### config.mk
export PLATFORM = sky130hd
export DESIGN_NAME = idex_skid_reg
export DESIGN_NICKNAME = d
export VERILOG_FILES = /design/src/rtl/idex_skid_reg.sv
export SDC_FILE = /design/constraint.sdc
export NUM_CORES = 1
export LEC_CHECK = 0
export ABC_AREA = 1
export ABC_CLOCK_PERIOD_IN_PS = 3620
export CELL_PAD_IN_SITES_DETAIL_PLACEMENT = 1
export CELL_PAD_IN_SITES_GLOBAL_PLACEMENT = 1
export CORE_ASPECT_RATIO = 1.25
export CORE_MARGIN = 2
export CORE_UTILIZATION = 39
export CTS_BUF_LIST = sky130_fd_sc_hd__clkbuf_4 sky130_fd_sc_hd__clkbuf_8
export DETAILED_ROUTE_END_ITERATION = 10
export HOLD_SLACK_MARGIN = 0.06
export PLACE_DENSITY_LB_ADDON = 0.1
export RECOVER_POWER = 25
export SETUP_SLACK_MARGIN = 0.2
export SYNTH_ARGS = -nofsm -noshare
export SYNTH_HDL_FRONTEND = slang
export SYNTH_SLANG_ARGS = --single-unit
### constraint.sdc
create_clock -name clk -period 3.62 [get_ports clk]
set_clock_uncertainty 0.15 [all_clocks]
set_input_delay 0.362 -clock clk [delete_from_list [all_inputs] [get_ports clk]]
set_output_delay 0.362 -clock clk [all_outputs]
set_load 0.005 [all_outputs]
### src/rtl/idex_skid_reg.sv
// Decode-to-execute pipeline register: valid/ready 2-entry skid stage with synchronous flush.
// Optional stall-cycle counter enabled by defining IDEX_STALL_CNT_EN.
module idex_skid_reg #(
  parameter int unsigned XLEN  = 32,
  parameter int unsigned REGW  = 5,
  parameter int unsigned CTRLW = 8
) (
  input  logic             clk,
  input  logic             rst_n,
  input  logic             flush,
  input  logic             in_valid,
  output logic             in_ready,
  input  logic [XLEN-1:0]  in_pc,
  input  logic [XLEN-1:0]  in_rd1,
  input  logic [XLEN-1:0]  in_rd2,
  input  logic [REGW-1:0]  in_rd,
  input  logic [XLEN-1:0]  in_imm,
  input  logic [CTRLW-1:0] in_ctrl,
  output logic             out_valid,
  input  logic             out_ready,
  output logic [XLEN-1:0]  out_pc,
  output logic [XLEN-1:0]  out_srca,
  output logic [XLEN-1:0]  out_srcb,
  output logic [XLEN-1:0]  out_wdata,
  output logic [REGW-1:0]  out_rd,
  output logic [XLEN-1:0]  out_imm,
  output logic [CTRLW-1:0] out_ctrl,
  output logic [31:0]      stall_cnt
);

  typedef struct packed {
    logic [XLEN-1:0]  pc;
    logic [XLEN-1:0]  rd1;
    logic [XLEN-1:0]  rd2;
    logic [REGW-1:0]  rd;
    logic [XLEN-1:0]  imm;
    logic [CTRLW-1:0] ctrl;
  } payload_t;

  typedef enum logic [1:0] {EMPTY, BUSY, FULL} state_t;

  state_t   state;
  payload_t main_q;
  payload_t skid_q;
  payload_t in_pl;
  logic     acc;
  logic     dq;

  assign in_pl = '{pc: in_pc, rd1: in_rd1, rd2: in_rd2, rd: in_rd, imm: in_imm, ctrl: in_ctrl};
  assign acc   = in_valid & in_ready;
  assign dq    = out_valid & out_ready;

  // Main/skid entry control; in_ready and out_valid are registered alongside the state.
  always_ff @(posedge clk or negedge rst_n) begin
    if (!rst_n) begin
      state     <= EMPTY;
      main_q    <= '0;
      skid_q    <= '0;
      out_valid <= 1'b0;
      in_ready  <= 1'b1;
    end else if (flush) begin
      state     <= EMPTY;
      main_q.rd <= '0;
      out_valid <= 1'b0;
      in_ready  <= 1'b1;
    end else begin
      unique case (state)
        EMPTY: begin
          if (acc) begin
            main_q    <= in_pl;
            state     <= BUSY;
            out_valid <= 1'b1;
          end
        end
        BUSY: begin
          if (acc && dq) begin
            main_q <= in_pl;
          end else if (acc) begin
            skid_q   <= in_pl;
            state    <= FULL;
            in_ready <= 1'b0;
          end else if (dq) begin
            state     <= EMPTY;
            out_valid <= 1'b0;
          end
        end
        FULL: begin
          if (dq) begin
            main_q   <= skid_q;
            state    <= BUSY;
            in_ready <= 1'b1;
          end
        end
        default: begin
          state     <= EMPTY;
          out_valid <= 1'b0;
          in_ready  <= 1'b1;
        end
      endcase
    end
  end

  assign out_pc    = main_q.pc;
  assign out_srca  = main_q.rd1;
  assign out_srcb  = main_q.rd2;
  assign out_wdata = main_q.rd2;
  assign out_rd    = main_q.rd;
  assign out_imm   = main_q.imm;
  assign out_ctrl  = main_q.ctrl;

`ifdef IDEX_STALL_CNT_EN
  logic [31:0] stall_cnt_q;

  // Counts cycles where execute holds off a valid payload; saturating.
  always_ff @(posedge clk or negedge rst_n) begin
    if (!rst_n) begin
      stall_cnt_q <= '0;
    end else if (out_valid && !out_ready && !flush && (stall_cnt_q != 32'hFFFF_FFFF)) begin
      stall_cnt_q <= stall_cnt_q + 32'd1;
    end
  end

  assign stall_cnt = stall_cnt_q;
`else
  assign stall_cnt = 32'd0;
`endif

endmodule

# == Yosys cells after proc, flatten, opt, wreduce, memory -nomap -nowiden ==
# Index checks and enable logic that the tools add are counted.
# classes
reduce_logical,10
n_mux,23
n_eq_ne,15
bitwise,4
# op_table
operator,n
2-to-1 mux 141 bit,3
one-hot mux 141 bit (3 select lines),1
"!= test 3 bit, second input constant",7
AND reduction 4 bit,4
2-to-1 mux 2 bit,6
"!= test 2 bit, second input constant",5
AND reduction 5 bit,2
2-to-1 mux 1 bit,9
one-hot mux 1 bit (3 select lines),2
one-hot mux 2 bit (3 select lines),1
2-to-1 mux 5 bit,1
"!= test 4 bit, second input constant",1
nonzero test 4 bit,1
nonzero test 3 bit,1
bitwise AND 1 bit,2
"equality test 2 x 1 -> 1 bit, second input constant",1
"equality test 2 bit, second input constant",1
zero test 2 bit,1
NOT 1 bit,2
logical AND 1 bit,1
# totals
out_inout_bits,207
elab_cells,67
register_bits,286
input_bits,146

# == Depth between registers and ports, before layout ==
# depth
depth_word,6
depth_mapped,9
ltp_nobuf,7

# == Least setup slack after synthesis ==
# OpenSTA, ideal clock, no wires.
# synth_path
path_kind,reg-to-reg
from,reg in_ready
to,reg skid_q[10] (netlist bit)
path_buffers,1
arrival_ps,1398
setup_time_ps,130
required_time_ps,3340
path_slack_ps,1942
path_stages_with_launch,7
period_less_slack_ps,1678
cell_sequence,dfstp_2 nand2_1 inv_1 nand4_4 inv_2 clkbuf_1 o21ai_1
# synth_between
elab_chain_cells,4
# synth_lines
element,line_no,text
start: declaration,12,"output logic in_ready,"
start signal: assignment,60,in_ready <= 1'b1;
start signal: assignment,65,in_ready <= 1'b1;
start signal: assignment,81,in_ready <= 1'b0;
bitwise AND 1 bit *,50,assign acc = in_valid & in_ready;
logical AND 1 bit,76,if (acc && dq) begin
NOT 1 bit (no source line),-,
AND reduction 4 bit (no source line) *,-,
end signal: assignment,79,skid_q <= in_pl;
end: declaration,44,payload_t skid_q;
# Every way passes the cells marked *; elsewhere a longest branch is shown, timed or not.
# A chain may end at the register's enable or synchronous reset.

# == Worst setup path in the final report ==
# layout_path
from,reg state[1]
to,"reg main_q, in the netlist out_imm[19]"
# layout_between
elab_chain_cells,3
word_cells_on_any_way,9
cone_classes,eq/ne: 5; mux: 1; reduce/logical: 3
# layout_lines
element,line_no,text
start: declaration,42,state_t state;
start signal: assignment,56,state <= EMPTY;
start signal: assignment,62,state <= EMPTY;
start signal: assignment,71,state <= BUSY;
"equality test 2 x 1 -> 1 bit, or another cell as far along",67,unique case (state)
!= test 2 bit (no source line) or nonzero test 3 bit (tied branches),-,
AND reduction 5 bit (no source line),-,
end signal: assignment,70,main_q <= in_pl;
end signal: assignment,77,main_q <= in_pl;
end signal: assignment,89,main_q <= skid_q;
end: declaration,43,payload_t main_q;
# Parallel ways exist; a longest one is shown, timed or not.

==> insert_results.sql <==
INSERT INTO impl_metrics (metric_group, metric, value, unit) VALUES
('outcome', 'outcome', 'complete, no violations', ''),
('global_route', 'grt_start_max_net_pins', '104', ''),
('critical_path', 'critPathKind', 'reg -> reg', ''),
('sta', 'tns', '0', 'ns'),
('clocking', 'clock-sinks', '286', ''),
('die', 'io_pins', '353', ''),
('clocking', 'tritoncts', 'yes', ''),
('critical_path', 'critPathLaunchType', 'flip-flop', ''),
('critical_path', 'worstPathArrival', '2.62', 'ns'),
('critical_path', 'critical_path.slowest_cell', 'sky130_fd_sc_hd__dfrtp_1', ''),
('die', 'num_rows', '73', ''),
('sta', 'grt_setup_unrepaired', 'false', ''),
('route', 'drc', '0', ''),
('sta', 'layout_setup_ws', '1.330', 'ns'),
('global_route', 'vias_in_the_first_global_route', '11310', ''),
('logic_synthesis', 'ys_seq_area_share', '56.73', '%'),
('critical_path', 'cp.required', '3.95', 'ns'),
('clocking', 'cts_setup_buffers', '0', ''),
('route', 'routed-via-count', '10640', ''),
('sta', 'layout_worst_path_cycle_share', '63.25', '%'),
('critical_path', 'crit_top_cell', 'sky130_fd_sc_hd__nand2_1', ''),
('critical_path', 'cpPeakStageDelay', '0.66', 'ns'),
('sta', 'setup_viol_count_final', '0', ''),
('route', 'routed_wl', '35330', 'um'),
('clocking', 'cts.reportedPaths.clkPinSlew', '0.06', 'ns'),
('logic_synthesis', 'count_of_distinct_cell_types_in_the_synthesized_netlist', '20', ''),
('power_and_ir_drop', 'pwr_density_cell', '785.9', 'nW/um^2'),
('logic_synthesis', 'syn_avg_cell_area', '8.497', 'sq um'),
('sta', 'slew-limit-headroom', '21.87', '%'),
('global_route', 'gr-usage-all-layers', '20.97', '%'),
('sta', 'worst_slack_on_hold_paths', '0.2043', 'ns'),
('logic_synthesis', 'synthArstFlopShare', '100.0', '%'),
('final_layout', 'fin_nets', '1894', ''),
('placement', 'global_placer_s_final_weighted_congestion', '0.7477', ''),
('placement', 'pre_cts_ws', '0.9951', 'ns'),
('logic_synthesis', 'ys.flop_type', 'sky130_fd_sc_hd__dfrtp_1', ''),
('sta', 'final.min_clock_period', '2.290', 'ns'),
('route', 'initialDrtViolationCount', '518', ''),
('route', 'dr.pass1.iters', '4', ''),
('placement', 'dpl.hpwl', '23550', 'um'),
('power_and_ir_drop', 'leakage_component_of_the_power', '7.887', 'nW'),
('logic_synthesis', 'syn-cell-area', '12620', 'sq um'),
('placement', 'dp.cells', '2107', ''),
('die', 'floorplan.core_area', '31880', 'sq um'),
('logic_synthesis', 'synth.top_cell.area_share', '56.52', '%'),
('power_and_ir_drop', 'vdd.ir_drop.worst', '0.3903', 'mV'),
('logic_synthesis', 'yosys_register_bits', '286', ''),
('route', 'routed_via_density', '4.826', ''),
('final_layout', 'instances_no_fill', '2204', ''),
('hold_path', 'hold_class', 'in -> reg', ''),
('die', 'total_die_area', '33820', 'sq um'),
('logic_synthesis', 'netlist_top_cells_area', 'sky130_fd_sc_hd__dfrtp_1 57%, sky130_fd_sc_hd__nand2_1 11%, sky130_fd_sc_hd__o21ai_0 9.4%, sky130_fd_sc_hd__buf_4 4.8%, sky130_fd_sc_hd__inv_1 4.2%', ''),
('route', 'route.antenna.remaining_nets', '0', ''),
('clocking', 'clk_latency', '0.59', 'ns'),
('clocking', 'cts_inserted_buffers', '50', ''),
('logic_synthesis', 'synth_warnings', '0', ''),
('clocking', 'cts-root-buf', 'sky130_fd_sc_hd__clkbuf_8', ''),
('critical_path', 'worstPathCellList', 'inv_2, nand2_1, nand2_1, nand2_4, buf_12, nand2_1, o21ai_1', ''),
('logic_synthesis', 'count_of_flip_flops_with_a_built_in_enable_after_synthesis', '0', ''),
('power_and_ir_drop', 'design_power_total', '0.01321', 'W'),
('global_route', 'antenna_violations_before_repair', '6', ''),
('die', 'die_w', '164.9', 'um'),
('job', 'reported_max_cap_violation_count', '0', ''),
('clocking', 'buffer_levels_on_the_longest_clock_path', '3', ''),
('clocking', 'cts.htree.levels', '2', ''),
('die', 'die_h', '205.1', 'um'),
('route', 'detail_route.wl_per_cell', '16.03', 'um'),
('sta', 'final-hold-violation-count', '0', ''),
('global_route', 'grt_total_ovfl', '0', ''),
('sta', 'max_freq', '436.7', 'MHz'),
('final_layout', 'layout-drive-gt1-share', '6.275', '%'),
('final_layout', 'filler_cell_count', '3762', ''),
('sta', 'tightestPinTransition', '1.172', 'ns'),
('critical_path', 'critPathMaxFanout', '96', ''),
('logic_synthesis', 'netlist.top_cell.by_area', 'sky130_fd_sc_hd__dfrtp_1', ''),
('logic_synthesis', 'synth_cells', '1485', ''),
('final_layout', 'area_growth', '33.21', '%'),
('placement', 'numPortBuffers', '320', ''),
('sta', 'maxSlewViolCount', '0', ''),
('critical_path', 'endpoint_kind', 'flip-flop', ''),
('die', 'initial_cell_density_of_the_core', '39.58', '%'),
('global_route', 'wire_length_of_the_first_global_routing_pass', '56980', 'um');
## power by group
part	switching (W)	leakage, nW	total [W]	internal (W)
Clock	0.00134	0.572	0.00314	0.00180
Combinational	0.00210	3.79	0.00454	0.00244
Sequential	0.000807	3.52	0.00553	0.00472
## layout make-up
class                           count  area (sq um)  area share (%)
Sequential cell                   286          7158           42.59
Multi-Input combinational cell    930          4079           24.27
Timing Repair Buffer              336          3425           20.37
Clock buffer                       83          1036           6.163
Inverter                          144         545.5           3.245
Tap cell                          412         515.5           3.067
Clock inverter                      6         32.53          0.1935
Antenna cell                        7         17.52          0.1042
## metrics by stage
step / utilization, % / area, sq um
6_report: 52.73 / 16810
5_1_grt: 52.71 / 16800
4_1_cts: 52.73 / 16810
3_5_place_dp: 49.35 / 15730
3_3_place_gp: 49.35 / 15730
2_1_floorplan: - / 12730
## synth_stat cells, types with 3 or more instances
master / number
sky130_fd_sc_hd__buf_6: 3
sky130_fd_sc_hd__inv_1: 140
sky130_fd_sc_hd__clkbuf_1: 18
sky130_fd_sc_hd__dfrtp_1: 285
sky130_fd_sc_hd__buf_4: 81
sky130_fd_sc_hd__a21oi_1: 100
sky130_fd_sc_hd__nand3_1: 13
sky130_fd_sc_hd__inv_2: 4
sky130_fd_sc_hd__nor2_1: 101
sky130_fd_sc_hd__nand2_1: 364
sky130_fd_sc_hd__buf_2: 53
sky130_fd_sc_hd__o21ai_1: 78
sky130_fd_sc_hd__o21ai_0: 238
## worst max-delay path, delay by kind of cell (launching register included)
| family | cells | cell delay, ns |
|---|---|---|
| AOI/OAI and AO/OA | 1 | 0.12 |
| buffers and inverters | 2 | 0.50 |
| and+or+nand+nor | 4 | 0.70 |
| DFF | 1 | 0.66 |
## state kept, by name, indices dropped and copies added, names as in the netlist
| signal | cells |
|---|---|
| skid_q | 141 |
| out_imm | 32 |
| out_pc | 32 |
| out_srca | 32 |
| out_srcb | 32 |
| out_ctrl | 8 |
| out_rd | 5 |
| state | 2 |
| in_ready | 1 |
| out_valid | 1 |
## cell usage in the layout (no fill, tap or decap), types with 3 or more instances in the layout
master | Yosys | final
sky130_fd_sc_hd__a21oi_1 | 100 | 100
sky130_fd_sc_hd__buf_12 | 0 | 8
sky130_fd_sc_hd__buf_4 | 81 | 5
sky130_fd_sc_hd__clkbuf_4 | 0 | 17
sky130_fd_sc_hd__clkbuf_8 | 0 | 66
sky130_fd_sc_hd__clkdlybuf4s50_1 | 0 | 319
sky130_fd_sc_hd__clkinv_2 | 0 | 5
sky130_fd_sc_hd__conb_1 | 1 | 32
sky130_fd_sc_hd__dfrtp_1 | 285 | 285
sky130_fd_sc_hd__diode_2 | 0 | 7
sky130_fd_sc_hd__inv_1 | 140 | 140
sky130_fd_sc_hd__inv_2 | 4 | 3
sky130_fd_sc_hd__nand2_1 | 364 | 363
sky130_fd_sc_hd__nand3_1 | 13 | 13
sky130_fd_sc_hd__nor2_1 | 101 | 101
sky130_fd_sc_hd__o21ai_0 | 238 | 238
sky130_fd_sc_hd__o21ai_1 | 78 | 78
## logic make-up after synthesis
group / count (synthesis) / synth area share, %
compound gates: 416 / 16.50
buf+inv: 300 / 12.04
other cells: 1 / 0.02972
simple gates: 482 / 14.71
flops: 286 / 56.73
## routing by layer
metal / vias up / global-route usage [%] / part of all wire (%)
met3: 54 / 5.244 / 6.0
met2: 253 / 35.94 / 49
met4: 2 / 6.646 / 2.2
met5: - / 0 / 0.020
met1: 5173 / 25.91 / 43
li1: 5155 / - / -
## worst paths after layout
path,from,endpoint,slack [ns],cells past startpoint
max,state[1],out_imm[19],1.33,7
min,in_ctrl[7],skid_q[7],0.20,3
max reg2reg,state[1],out_imm[19],1.33,7
min reg2reg,out_rd[1],out_rd[1],0.32,2
max in group asynchronous,rst_n,out_valid,1.36,3
min in group asynchronous,rst_n,skid_q[25],0.26,2
## repair_timing
action                                 4_1_cts  5_1_grt
endpoints found under the hold margin       89        0
gates resized for setup                      0        0
hold buffers                                 1        0
No activity file was read; power rests on OpenSTA's default activity.
